$ cat src/rtl/seg_scan_pkg.sv
// Shared types and helpers for the 4-digit multiplexed display scheduler.
package seg_scan_pkg;

    localparam int         NUM_DIGITS = 4;
    localparam logic [3:0] AN_OFF     = 4'b1111;

    typedef enum logic {
        BLANK = 1'b0,
        DRIVE = 1'b1
    } scan_state_t;

    // Active-low anode with only the selected digit pulled low.
    function automatic logic [3:0] anode_for(input logic [1:0] idx);
        return ~(4'b0001 << idx);
    endfunction

endpackage

$ cat src/rtl/seg_scan_scheduler_if.sv
// Value handshake plus the nibble/anode outputs feeding the shared segment decoder.
interface seg_scan_scheduler_if;

    logic [15:0] val_data;
    logic        val_valid;
    logic        val_ready;
    logic [3:0]  digit_en;
    logic [3:0]  nibble;
    logic [3:0]  an;
    logic        blank;
    logic        frame_start;

    modport master (
        output val_data, val_valid, digit_en,
        input  val_ready, nibble, an, blank, frame_start
    );

    modport slave (
        input  val_data, val_valid, digit_en,
        output val_ready, nibble, an, blank, frame_start
    );

endinterface

$ cat src/rtl/seg_scan_slot_timer.sv
// Slot counter and digit index; exposes next-cycle values so the parent can
// register outputs that line up with the counter of the same cycle.
module seg_scan_slot_timer #(
    parameter int SCAN_DIV = 50000,
    parameter int DIV_W    = 16
) (
    input  logic             clk_in,
    input  logic             rst,
    output logic [DIV_W-1:0] o_cnt_next,
    output logic [1:0]       o_idx,
    output logic [1:0]       o_idx_next,
    output logic             o_wrap,
    output logic             o_frame_start
);

    localparam logic [DIV_W-1:0] LAST = DIV_W'(SCAN_DIV - 1);

    logic [DIV_W-1:0] r_cnt;
    logic [1:0]       r_idx;
    logic             r_frame_start;

    always_comb begin
        o_wrap     = (r_cnt == LAST);
        o_cnt_next = o_wrap ? '0 : r_cnt + 1'b1;
        o_idx_next = o_wrap ? r_idx + 2'd1 : r_idx;
    end

    always_ff @(posedge clk_in or posedge rst) begin
        if (rst) begin
            r_cnt         <= '0;
            r_idx         <= 2'd0;
            r_frame_start <= 1'b0;
        end else begin
            r_cnt         <= o_cnt_next;
            r_idx         <= o_idx_next;
            // High during the first cycle of slot 0, i.e. after the 3->0 wrap.
            r_frame_start <= o_wrap && (r_idx == 2'd3);
        end
    end

    assign o_idx         = r_idx;
    assign o_frame_start = r_frame_start;

endmodule

$ cat src/rtl/seg_scan_scheduler.sv
// Digit scan FSM with anti-ghost blanking and frame-synchronous value update.
// Optional: define LEADING_ZERO_BLANK_EN to suppress leading zero digits.
module seg_scan_scheduler
    import seg_scan_pkg::*;
#(
    parameter int SCAN_DIV  = 50000,
    parameter int BLANK_CYC = 500,
    parameter int DIV_W     = 16
) (
    input  logic                  clk_in,
    input  logic                  rst,
    seg_scan_scheduler_if.slave   bus
);

    localparam logic [DIV_W-1:0] BLANK_END   = DIV_W'(BLANK_CYC);
    localparam scan_state_t      RESET_STATE = (BLANK_CYC == 0) ? DRIVE : BLANK;

    logic [DIV_W-1:0] w_cnt_next;
    logic [1:0]       w_idx, w_idx_next;
    logic             w_wrap, w_frame_start, w_frame_edge;
    scan_state_t      r_state, w_state_next;
    logic [15:0]      r_shadow, r_pending, w_view;
    logic             r_pend_full, w_accept, w_load;
    logic             r_slot_en, r_en_valid, w_en_next, w_show, w_drive_next;
    logic [3:0]       r_an, r_nibble;
    logic             r_blank;

    seg_scan_slot_timer #(
        .SCAN_DIV (SCAN_DIV),
        .DIV_W    (DIV_W)
    ) u_timer (
        .clk_in        (clk_in),
        .rst           (rst),
        .o_cnt_next    (w_cnt_next),
        .o_idx         (w_idx),
        .o_idx_next    (w_idx_next),
        .o_wrap        (w_wrap),
        .o_frame_start (w_frame_start)
    );

    assign w_frame_edge = w_wrap && (w_idx == 2'd3);
    assign w_accept     = bus.val_valid && !r_pend_full;
    assign w_load       = w_frame_start && r_pend_full;

    // Around the frame boundary the pending value is already the one on display,
    // so even a zero-length blank phase never shows a stale digit.
    assign w_view = ((w_frame_edge || w_frame_start) && r_pend_full) ? r_pending : r_shadow;

    // Enable is latched on entry to each slot; the slot running out of reset samples on its first edge.
    assign w_en_next = w_wrap ? bus.digit_en[w_idx_next]
                              : (r_en_valid ? r_slot_en : bus.digit_en[w_idx]);

`ifdef LEADING_ZERO_BLANK_EN
    genvar gi;
    logic [NUM_DIGITS-1:0] w_upper_nz;
    for (gi = 0; gi < NUM_DIGITS; gi++) begin : g_lz
        if (gi == 0) begin : g_first
            assign w_upper_nz[gi] = 1'b1;
        end else begin : g_rest
            assign w_upper_nz[gi] = |(w_view >> (4 * gi));
        end
    end
    assign w_show = w_en_next && w_upper_nz[w_idx_next];
`else
    assign w_show = w_en_next;
`endif

    always_comb begin
        w_state_next = r_state;
        case (r_state)
            BLANK:   if (w_cnt_next == BLANK_END) w_state_next = DRIVE;
            DRIVE:   if (w_wrap && (BLANK_CYC != 0)) w_state_next = BLANK;
            default: w_state_next = RESET_STATE;
        endcase
        w_drive_next = (w_state_next == DRIVE) && w_show;
    end

    always_ff @(posedge clk_in or posedge rst) begin
        if (rst) r_state <= RESET_STATE;
        else     r_state <= w_state_next;
    end

    always_ff @(posedge clk_in or posedge rst) begin
        if (rst) begin
            r_an        <= AN_OFF;
            r_blank     <= 1'b1;
            r_nibble    <= 4'd0;
            r_shadow    <= 16'd0;
            r_pending   <= 16'd0;
            r_pend_full <= 1'b0;
            r_slot_en   <= 1'b0;
            r_en_valid  <= 1'b0;
        end else begin
            r_an       <= w_drive_next ? anode_for(w_idx_next) : AN_OFF;
            r_blank    <= !w_drive_next;
            r_nibble   <= w_view[4*w_idx_next +: 4];
            r_slot_en  <= w_en_next;
            r_en_valid <= 1'b1;
            if (w_load) begin
                r_shadow    <= r_pending;
                r_pend_full <= 1'b0;
            end else if (w_accept) begin
                r_pending   <= bus.val_data;
                r_pend_full <= 1'b1;
            end
        end
    end

    assign bus.val_ready   = !r_pend_full;
    assign bus.an          = r_an;
    assign bus.blank       = r_blank;
    assign bus.nibble      = r_nibble;
    assign bus.frame_start = w_frame_start;

endmodule

$ cat src/flat_wrapper.sv
// flat-port wrapper written by rule: the top's interface ports become plain ports
module seg_scan_scheduler_flat import seg_scan_pkg::*;
#(
    parameter int SCAN_DIV  = 50000,
    parameter int BLANK_CYC = 500,
    parameter int DIV_W     = 16
)
  (clk_in, rst, bus_val_data, bus_val_valid, bus_digit_en, bus_val_ready, bus_nibble, bus_an, bus_blank, bus_frame_start);
  seg_scan_scheduler_if bus_i ();
  input  logic clk_in;
  input  logic rst;
  input wire logic [$bits(bus_i.val_data)-1:0] bus_val_data;
  input wire logic [$bits(bus_i.val_valid)-1:0] bus_val_valid;
  input wire logic [$bits(bus_i.digit_en)-1:0] bus_digit_en;
  output wire logic [$bits(bus_i.val_ready)-1:0] bus_val_ready;
  output wire logic [$bits(bus_i.nibble)-1:0] bus_nibble;
  output wire logic [$bits(bus_i.an)-1:0] bus_an;
  output wire logic [$bits(bus_i.blank)-1:0] bus_blank;
  output wire logic [$bits(bus_i.frame_start)-1:0] bus_frame_start;
  assign bus_i.val_data = bus_val_data;
  assign bus_i.val_valid = bus_val_valid;
  assign bus_i.digit_en = bus_digit_en;
  assign bus_val_ready = bus_i.val_ready;
  assign bus_nibble = bus_i.nibble;
  assign bus_an = bus_i.an;
  assign bus_blank = bus_i.blank;
  assign bus_frame_start = bus_i.frame_start;
  seg_scan_scheduler #(.SCAN_DIV(SCAN_DIV), .BLANK_CYC(BLANK_CYC), .DIV_W(DIV_W)) u_core (.clk_in(clk_in), .rst(rst), .bus(bus_i));
endmodule
$ cat config.mk
export PLATFORM = sky130hd
export DESIGN_NAME = seg_scan_scheduler_flat
export DESIGN_NICKNAME = d
export VERILOG_FILES = /design/src/rtl/seg_scan_pkg.sv /design/src/rtl/seg_scan_scheduler_if.sv /design/src/rtl/seg_scan_slot_timer.sv /design/src/rtl/seg_scan_scheduler.sv /design/src/flat_wrapper.sv
export SDC_FILE = /design/constraint.sdc
export NUM_CORES = 1
export LEC_CHECK = 0
export ABC_AREA = 1
export BUFFER_PORTS_ARGS = -buffer_cell sky130_fd_sc_hd__clkbuf_2
export CELL_PAD_IN_SITES_DETAIL_PLACEMENT = 1
export CELL_PAD_IN_SITES_GLOBAL_PLACEMENT = 1
export CORE_MARGIN = 8
export CORE_UTILIZATION = 47
export DETAILED_ROUTE_END_ITERATION = 8
export GPL_TIMING_DRIVEN = 0
export HOLD_SLACK_MARGIN = 0.1
export PLACE_DENSITY_LB_ADDON = 0.1
export RECOVER_POWER = 25
export SKIP_LAST_GASP = 1
export SYNTH_ARGS = -nofsm -noshare
export SYNTH_HDL_FRONTEND = slang
export SYNTH_HIERARCHICAL = 1
export SYNTH_SLANG_ARGS = --single-unit
$ cat constraint.sdc
create_clock -name clk_in -period 5.5 [get_ports clk_in]
set_input_delay 0 -clock clk_in [delete_from_list [all_inputs] [get_ports clk_in]]
set_output_delay 0 -clock clk_in [all_outputs]
set_load 0.01 [all_outputs]
==> impl_metrics.yaml <==
worst_setup_path:
  path_cells: "ha_1 -> nand3_4 -> nor2_4 -> nand2_4 -> nand2_1 -> nand2_1 -> nor2_2 -> nand2_1 -> nand3_1 -> nand2_1 -> nand2_2 -> nand3_1"
  cp_top_family: "simple AND/OR/NAND/NOR gates"
  crit_arrival_ns: 2.46
  crit_required_ns: 5.75
  end_kind: "flop"
  rrSetupSlack_ns: 3.30
  crit_fanout: 9
  cp_num_buf_inv: 0
  cpMaxStageDelayCell: "dfrtp_1"
  crit_type: "flop to flop"
  cp_common_cell: "nand2_1"
  cpPeakStageDelay_ns: 0.40
  worstSetupStartpointType: "flop"
synthesis:
  syn_area_um2: 3330
  synthTopCellsByArea: "dfrtp_1 (44%), nand2_1 (9.3%), nand3_1 (8.3%), inv_1 (8.1%), nor2_1 (5.2%)"
  synth_cell_types: 31
  syn-num-nets: 443
  avgSynthCellArea_um2: 7.97
  async_flop_share_pct: 100
  synth_most_common_cell: "nand2_1"
  synth-seq-cells: 64
  synth_edf_count: 0
  synth_top_area_share_pct: 44.3
  seq_area_frac_synth_pct: 48.2
  yosys.area.top_type: "dfrtp_1"
  synth_warnings: 6
  synthTopCellsByCount: "nand2_1 (83), inv_1 (72), dfrtp_1 (59)"
  synth_ff_type: "dfrtp_1"
  netlist_instances: 418
global_routing:
  grt_max_degree: 27
  top_usage_layer: "met2"
  grtUsageMet2_pct: 31.7
  grt.overflow.total: 0
  grt.met1_usage_pct: 25.0
  met3_usage_pct: 4.15
  grt_first_pass_wirelength_mm: 15.3
  grt_antenna_before_repair: 0
  grt_util_all_layers_pct: 19.5
  grt_pass1_vias: 3163
clock_tree:
  cts_tree: "built"
  path_clk_slew_ns: 0.07
  clock_sinks: 64
  clk_path_buf_depth: 2
  cts_buffers: 9
  cts_setup_buffers: 0
  htree_levels: 3
  hold_buffers: 20
  cts_resized: 0
  cts_root_buf: "clkbuf_8"
  clkLatencyLatePin_ns: 0.35
routing:
  via_count: 2896
  drt-pass1-iter-count: 4
  routed_wl_mm: 9.21
  avgRoutedWirePerCell_um: 15.8
  drc_errors: 0
  drtIter0Drc: 107
  avgViaCountPerCell: 4.96
  ant_nets: 0
place:
  gp_congestion: 0.876
  place_hpwl_mm: 6.43
  dp.cells: 548
  numPortBuffers: 33
finish:
  finish.utilization_pct: 59.1
  nets: 508
  area_delta_synth_final_pct: 21.2
  instances_no_fill: 584
  fillers: 860
  multi_input_area_um2: 1350
  seqCellArea_um2: 1610
  antenna_cells: 0
  drive_above_1_share_pct: 19.9
outcome:
  status: "completed"
sta:
  finalSetupViolCount: 0
  timing.hold.ws_ns: 0.113
  period_minus_slack_ns: 2.20
  tightest_slew_ns: 1.44
  fin_skew_ns: 0.0152
  finalHoldViolCount: 0
  rsz0062_at_grt: "false"
  slew_headroom_pct: 3.81
  finalMaxSlewViolations: 0
  setup_tns_ns: 0
  post-route-period-util_pct: 40.1
  fmax_ghz: 0.454
floorplanning:
  initial_core_util_pct: 48.8
  dieWidth_um: 100
  rows: 30
  die_area_um2: 10000
  io_pins: 34
  die_y_um: 100
  core_um2: 6830
job:
  cap_violations: 0
power:
  leakagePower_uw: 0.00219
  ir_worst_vdd_mv: 0.167
  cellPowerDensity_nw_per_um2: 238
hold_path:
  hold_class: "input port to flop"
==> stage by stage <==
stage                     area, um2  setup WS [ns]  total power, uW
final                          4040           3.30              962
after global routing           4040           2.93              992
after CTS                      4060           3.27              964
after detailed placement       3640           3.29              505
after global placement         3620           3.38              502
after floorplan                3330           3.71              491
==> path summary, 6_finish.rpt <==
| kind | startpoint | endpoint | depth (start not counted) |
|---|---|---|---|
| max | u_core/u_timer/r_cnt[0] | u_core/bus.an[1] | 12 |
| min | bus_digit_en[3] | u_core/r_slot_en | 5 |
| max reg2reg | u_core/u_timer/r_cnt[0] | u_core/bus.an[1] | 12 |
| min reg2reg | u_core/r_shadow[15] | u_core/r_shadow[15] | 2 |
| max in group asynchronous | rst | u_core/r_pending[8] | 4 |
| min in group asynchronous | rst | u_core/r_shadow[15] | 3 |
==> cell usage in the layout (no fill, tap or decap), types with 4 or more instances in the layout <==
cell type      instances
nand4_1                4
buf_4                  6
nand3_1               55
clkbuf_2              32
nand2_1               83
nor2_4                 4
o21ai_1                7
dlygate4sd3_1         20
dfstp_2                5
nand2_2                8
xor2_1                 5
o21ai_0               11
a21oi_1               17
dfrtp_1               59
nand3_2               11
inv_1                 72
nor2_1                46
clkbuf_8               9
==> layer usage <==
metal | wire length, um | share of wire, %
met3 | 343 | 3.7
met5 | 0 | 0
met4 | 99 | 1.1
met2 | 4360 | 47
met1 | 4410 | 48
==> cell families (layout without fill, tap and decap cells) <==
| kind of cell | count (synthesis) | in the layout | share of synthesized area [%] |
|---|---|---|---|
| buf+inv | 88 | 158 | 11.4 |
| other cells | 1 | 1 | 0.113 |
| compound gates | 36 | 36 | 5.59 |
| simple gates | 222 | 222 | 32.6 |
| xor+xnor | 5 | 5 | 1.31 |
| flops | 64 | 64 | 48.2 |
| fa+ha+maj | 2 | 2 | 0.751 |
==> sequential cells by signal (all words and copies together), names as in the netlist <==
name and flops:
u_core/r_en_valid 1, u_core/u_timer/o_idx 2, u_core/bus.nibble 4, u_core/r_pend_full 1
u_core/r_slot_en 1, u_core/u_timer/r_cnt 16, u_core/u_timer/o_frame_start 1, u_core/r_pending 16
u_core/r_shadow 16, u_core/bus.an 4, u_core/bus.blank 1, u_core/r_state 1
==> tightest hold or removal path, stage by stage <==
cell and delay [ns]:
clkbuf_2 0.09, nand2_1 0.05, nand3_1 0.08, nand2_1 0.06, nand2_2 0.11
==> area by class of cell <==
class / count / share of cell area, %
sequential: 64 / 39.8
multi-input combinational: 266 / 33.3
timing repair buffer: 54 / 9.11
inverter: 76 / 7.09
clock buffer: 9 / 3.07
tap: 96 / 2.97
clock inverter: 7 / 2.35
buffer: 12 / 2.29
==> where the power goes <==
| group | internal, uW | switching, uW |
|---|---|---|
| Combinational | 14.9 | 17.3 |
| Clock | 256 | 202 |
| Sequential | 471 | 0.258 |
| Total | 742 | 220 |
Power figures use the tool's default switching activity.
